<file path="config.mk">
export PLATFORM = sky130hd
export DESIGN_NAME = universal_shifter
export DESIGN_NICKNAME = d
export VERILOG_FILES = /design/src/rtl/shifter_pkg.sv /design/src/rtl/shift_step.sv /design/src/rtl/universal_shifter.sv
export SDC_FILE = /design/constraint.sdc
export NUM_CORES = 1
export LEC_CHECK = 0
export CORE_MARGIN = 2
export CORE_UTILIZATION = 49
export CTS_BUF_LIST = sky130_fd_sc_hd__clkbuf_8
export CTS_CLUSTER_DIAMETER = 80
export DETAILED_ROUTE_END_ITERATION = 7
export GPL_TIMING_DRIVEN = 0
export PLACE_DENSITY = 0.91
export SYNTH_ARGS = -nofsm -noshare
export SYNTH_HDL_FRONTEND = slang
export SYNTH_SLANG_ARGS = --single-unit
</file>
<file path="constraint.sdc">
create_clock -name clk -period 1.7 [get_ports clk]
set_input_delay 0.17 -clock clk [delete_from_list [all_inputs] [get_ports clk]]
set_output_delay 0.17 -clock clk [all_outputs]
set_load 0.1 [all_outputs]
</file>
<file path="src/rtl/shifter_pkg.sv">
// Shared encodings for the universal shifter: operation modes and FSM states.
// Both enums are 2 bits wide so they map directly onto the mode port and state register.
package shifter_pkg;

  typedef enum logic [1:0] {
    SHL = 2'b00,
    SHR = 2'b01,
    ROL = 2'b10,
    ROR = 2'b11
  } mode_e;

  typedef enum logic [1:0] {
    IDLE  = 2'd0,
    SHIFT = 2'd1,
    DONE  = 2'd2
  } state_e;

endpackage

</file>
<file path="src/rtl/shift_step.sv">
// Single-bit shift/rotate step: next register value and the bit that falls out.
// Latency: purely combinational, zero cycles.
// Backpressure: none; it is evaluated every cycle and used only while shifting.
module shift_step
  import shifter_pkg::*;
#(
  parameter int WIDTH = 8
) (
  input  logic [WIDTH-1:0] q,
  input  mode_e            mode,
  input  logic             sin,
  output logic [WIDTH-1:0] q_nxt,
  output logic             cout_nxt
);

  always_comb begin
    q_nxt    = q;
    cout_nxt = 1'b0;
    case (mode)
      SHL: begin
        q_nxt    = {q[WIDTH-2:0], sin};
        cout_nxt = q[WIDTH-1];
      end
      SHR: begin
        q_nxt    = {sin, q[WIDTH-1:1]};
        cout_nxt = q[0];
      end
      ROL: begin
        q_nxt    = {q[WIDTH-2:0], q[WIDTH-1]};
        cout_nxt = q[WIDTH-1];
      end
      ROR: begin
        q_nxt    = {q[0], q[WIDTH-1:1]};
        cout_nxt = q[0];
      end
      default: begin
        q_nxt    = q;
        cout_nxt = 1'b0;
      end
    endcase
  end

endmodule

</file>
<file path="src/rtl/universal_shifter.sv">
// Multi-step shift/rotate engine: load on start, then one step per cycle for 'amount' cycles.
// Latency: done pulses in the cycle beginning amount+1 edges after the start edge.
// Backpressure: start is ignored while busy; no flow control on the outputs.
module universal_shifter
  import shifter_pkg::*;
#(
  parameter int WIDTH = 8,
  parameter int CNT_W = 4
) (
  input  logic             clk,
  input  logic             rst_n,
  input  logic             start,
  input  logic [1:0]       mode,
  input  logic [CNT_W-1:0] amount,
  input  logic [WIDTH-1:0] din,
  input  logic             sin,
  output logic [WIDTH-1:0] q,
  output logic             cout,
  output logic             busy,
  output logic             done
);

  state_e           state;
  mode_e            mode_r;
  logic [CNT_W-1:0] cnt;
  logic [WIDTH-1:0] q_nxt;
  logic             cout_nxt;

  shift_step #(
    .WIDTH(WIDTH)
  ) u_step (
    .q       (q),
    .mode    (mode_r),
    .sin     (sin),
    .q_nxt   (q_nxt),
    .cout_nxt(cout_nxt)
  );

  // done is registered off the DONE state, so it trails the DONE cycle by one edge.
  always_ff @(posedge clk or negedge rst_n) begin
    if (!rst_n) begin
      state  <= IDLE;
      mode_r <= SHL;
      cnt    <= '0;
      q      <= '0;
      cout   <= 1'b0;
      busy   <= 1'b0;
      done   <= 1'b0;
    end else begin
      done <= (state == DONE);
      case (state)
        IDLE: begin
          if (start) begin
            q      <= din;
            cout   <= 1'b0;
            mode_r <= mode_e'(mode);
            cnt    <= amount;
            busy   <= 1'b1;
            state  <= (amount != '0) ? SHIFT : DONE;
          end
        end
        SHIFT: begin
          q    <= q_nxt;
          cout <= cout_nxt;
          cnt  <= cnt - 1'b1;
          if (cnt == CNT_W'(1)) begin
            state <= DONE;
          end
        end
        DONE: begin
          state <= IDLE;
          busy  <= 1'b0;
        end
        default: begin
          state <= IDLE;
          busy  <= 1'b0;
        end
      endcase
    end
  end

endmodule

</file>
# After elaboration in Yosys (flattened, before gate mapping)
# Cells that the tools add are included.
# word_totals
ff_bits	19
latchBits	0
mem_bits_rw	0
romBits	0
inputBits	18
out_inout_bits	11
elab_cells	41
mem_count	0
# classes
addsub	1
n_mul	0
div_mod_pow	0
order_cmp	0
eq_ne	8
n_shift	0
n_mux	14
bitwise	1
reduce_logical	10
# op_table
cell	n
$pmux 8 s4	1
$pmux 8 s2	1
$mux 8	1
$pmux 4 s2	1
$reduce_and 2->1	4
$eq 2x2->1 const B	3
$mux 2	3
$pmux 1 s2	3
$eq 2x1->1 const B	2
$eq 4x1->1 const B	1
$logic_not 2->1	2
$mux 4	1
$ne 2x2->1 const B	2
$pmux 2 s2	1
$reduce_bool 4->1	1
$reduce_or 2->1	2
$sub 4x1->4 const B	1
$mux 1	2
$reduce_bool 2->1	1
$not 1->1	1

# Logic depth before layout (Yosys ltp)
# depth
word_depth	4
mapped_depth	5
mapped_depth_nobuf	5

# By module
# From an unflattened synthesis, not the netlist that was laid out.
# hier_totals
hier_cells	113
area_unflattened_um2	1111.1
# by_module_without_submodules
mod	instances	cells_each	area_per_inst_um2	seq_area_each_um2
universal_shifter	1	99	960.9	475.5
shift_step	1	14	150.1	0.0

# Worst setup path before layout
# OpenSTA, ideal clock, no wires.
# synth_timing
kind	reg-to-reg
start	register q[7]
end	register q[0]
setup_time_ns	0.096
arrival_ns	1.500
required_ns	1.604
path_slack_ns	0.105
stages_incl_launch_ff	4
path_buffers	0
period_less_slack_ns	1.595
path_cell_list	dfrtp_1 -> and3b_1 -> a2111oi_2 -> o31ai_1
# synth_between
elab_chain_len	2
# synth_lines
element	line	source
from (decl)	universal_shifter.sv:17	output logic [WIDTH-1:0] q,
from (signal assigned)	universal_shifter.sv:54	q <= din;
from (signal assigned)	universal_shifter.sv:63	q <= q_nxt;
$pmux 8 s4	shift_step.sv:19	case (mode)
$pmux 8 s2	universal_shifter.sv:51	case (state)
# No other way between the ends.
# A chain may end at the register's enable or synchronous reset.

# Worst setup path after layout
# layout_timing
start	register busy
end	output port busy
# layout_rtl
element	line	source
from (decl)	universal_shifter.sv:19	output logic busy,
from (signal assigned)	universal_shifter.sv:47	busy <= 1'b0;
from (signal assigned)	universal_shifter.sv:58	busy <= 1'b1;
from (signal assigned)	universal_shifter.sv:72	busy <= 1'b0;
# No word-level cell between the ends.

==> impl_metrics.tcl <==
set metrics [dict create \
    status "finished clean" \
    path_cells "dlygate4sd2_1" \
    postRouteWirelength_um 2582 \
    ios 29 \
    min_path_type "input port to async pin" \
    grt.overflow.total 0 \
    async_reset_ff_share_pct 100.0 \
    root_buffer "clkbuf_8" \
    clockBufferDepth 2 \
    gp_congestion 0.8666 \
    synth_top_cell_by_area "dfrtp_1" \
    final-setup-viol-count 0 \
    period_share_pct 95.59 \
    grt_pass1_vias 959 \
    initial_utilization_pct 50.52 \
    ys_seq_elements 19 \
    final_max_slew_viol_count 0 \
    vias 976 \
    start_kind "flop" \
    grt_max_degree 20 \
    track_usage_pct 21.79 \
    fin_nets 160 \
    ant_nets 0 \
    crit_fanout 2 \
    coreArea_mm2 0.002170 \
    netlist_instances 107 \
    synth_common_cells "19 x dfrtp_1, 13 x o22ai_1, 10 x a21oi_1, 7 x nor2_1, 6 x mux2_2" \
    fill_cells 187 \
    cts_tree "yes" \
    worst_path_dominant_cell_family "buffers and inverters" \
    post_cts_buffers 0 \
    reg2reg_slack_ns 0.43 \
    cp-end-kind "output pin" \
    viasPerCell 5.844 \
    dp_hpwl_um 1842 \
    max_stage_delay_ns 0.86 \
    antenna_found_initial 0 \
    cts_sinks 19 \
    cp.buffers_inverters 1 \
    port_buffers 28 \
    yosysTopAreaCellShare_pct 43.38 \
    grt_setup_unrepaired "false" \
    clkTransAtPathRegs_ns 0.07 \
    synthToLayoutAreaGrowth_pct 30.02 \
    fmax_mhz 615.4 \
    final_hold_viol_count 0 \
    setup.worst_path.start "busy" \
    yosys.cell_types.count 32 \
    cts_max_level 1 \
    ys_top_cells_by_area "dfrtp_1 43%, o22ai_1 7.4%, mux2_2 6.2%" \
    synth_area_mm2 0.001096 \
    stdcell_count 167 \
    criticalPathCategory "flop to output pin" \
    synth-seq-area-share_pct 43.38 \
    cp.arrival_ns 1.45 \
    dpl.cell_count 163 \
    yosys_warnings 0 \
    n_antenna_cell 0 \
    rows 17 \
    cap_violations 0 \
    clkLatencyLatePin_ns 0.25 \
    min_period_ns 1.625 \
    synthFlopType "dfrtp_1" \
    cts_buffers 3 \
    fp.dieW_um 51.30 \
    grt_pass1_wl_um 4367 \
    syn_avg_cell_area_um2 10.24 \
    drt-initial-drc-count 20 \
    slowest_stage "dlygate4sd2_1" \
    fp.dieH_um 51.30 \
    fin_setup_tns_ns 0 \
    synth_fp_nets 127 \
    worstMarginPinSlew_ns 0.9540 \
    hold_ws_ns 0.3963 \
    wire_per_inst_um 15.46 \
    final_util_pct 65.69 \
    crit_required_ns 1.53 \
    skew_ns 0.002684 \
    dr.pass1.iters 4 \
    r2r_start "state[1]" \
    synth_edf_count 0 \
    drive_above_1_share_pct 20.14 \
    drc 0 \
    post-synth-top-count-cell "dfrtp_1" \
    dieArea_mm2 0.002631 \
    slew-limit-headroom_pct 36.65 \
]
-- path summary, 6_finish.rpt --
check                       endpoint  cells after the start
setup reg to reg           mode_r[0]                      4
setup / recovery                busy                      1
hold reg to reg                 cout                      2
min in group clk                cout                      2
max in group asynchronous     cnt[1]                      1
hold / removal                  busy                      1
-- cells by family after synthesis --
group	count (synthesis)	share of synthesized area, %
adders and majority gates	2	2.283
buffers and inverters	12	7.305
AOI/OAI and AO/OA	39	23.86
DFF	19	43.38
muxes	10	10.73
and+or+nand+nor	25	12.44
-- sequential cells by signal, indices dropped and copies added, names as in the netlist --
signal	flops
cout	1
cnt	4
q	8
done	1
state	2
busy	1
mode_r	2
-- cell type report --
type                    instances  area [um^2]  share of cell area (%)
plain buffers                   7        61.31                   4.302
clock buffers                   3        41.29                   2.897
clock inverters                 1        3.754                  0.2634
inverters                       5        18.77                   1.317
multi-input cells              76        540.5                   37.93
flip-flops and latches         19        475.5                   33.36
well taps                      28        35.03                   2.458
repair buffers                 28        249.0                   17.47
-- routing by layer --
layer / up-vias / track usage (%) / wire [um]
li1: 465 / - / -
met1: 476 / 30.45 / 1182
met4: 0 / 6.579 / 29
met3: 4 / 3.801 / 119
met5: - / 0 / 0
met2: 31 / 34.63 / 1250
-- cell usage in the layout, fill, tap and decap left out, types with 3 or more instances in the layout --
| cell | Yosys | routed |
|---|---|---|
| dfrtp_1 | 19 | 19 |
| clkdlybuf4s50_1 | 0 | 17 |
| o22ai_1 | 13 | 13 |
| a21oi_1 | 10 | 10 |
| nor2_1 | 7 | 7 |
| inv_1 | 5 | 6 |
| mux2_2 | 6 | 6 |
| clkbuf_2 | 0 | 6 |
| nand2_1 | 5 | 5 |
| clkbuf_8 | 1 | 4 |
| a2bb2oi_1 | 3 | 3 |
| nor2b_1 | 3 | 3 |
| o21ai_0 | 3 | 3 |
| dlygate4sd2_1 | 0 | 3 |
-- per-stage QoR --
| stage | setup slack (ns) | cell area [um^2] |
|---|---|---|
| final | 0.07504 | 1425 |
| after global routing | 0.02885 | 1425 |
| after CTS | 0.005437 | 1455 |
| after detailed placement | -0.05027 | 1411 |
| after global placement | -0.04270 | 1411 |
| after floorplan | 0.1048 | 1096 |
-- worst register-to-register path: stages (launching register included) --
cell	delay, ns
dfrtp_1	0.41
nand2b_1	0.16
buf_4	0.18
nor2_4	0.12
mux2_4	0.30
-- repair_timing --
| action | in CTS | in global routing |
|---|---|---|
| gates resized for setup | 21 | 6 |
| hold buffers | 0 | 0 |
| endpoints found under the setup margin | 11 | 6 |
| pin swaps | 0 | 0 |
Power is not shown: default switching activity piles up to over one toggle a cycle in this logic, so the estimate is an artifact.
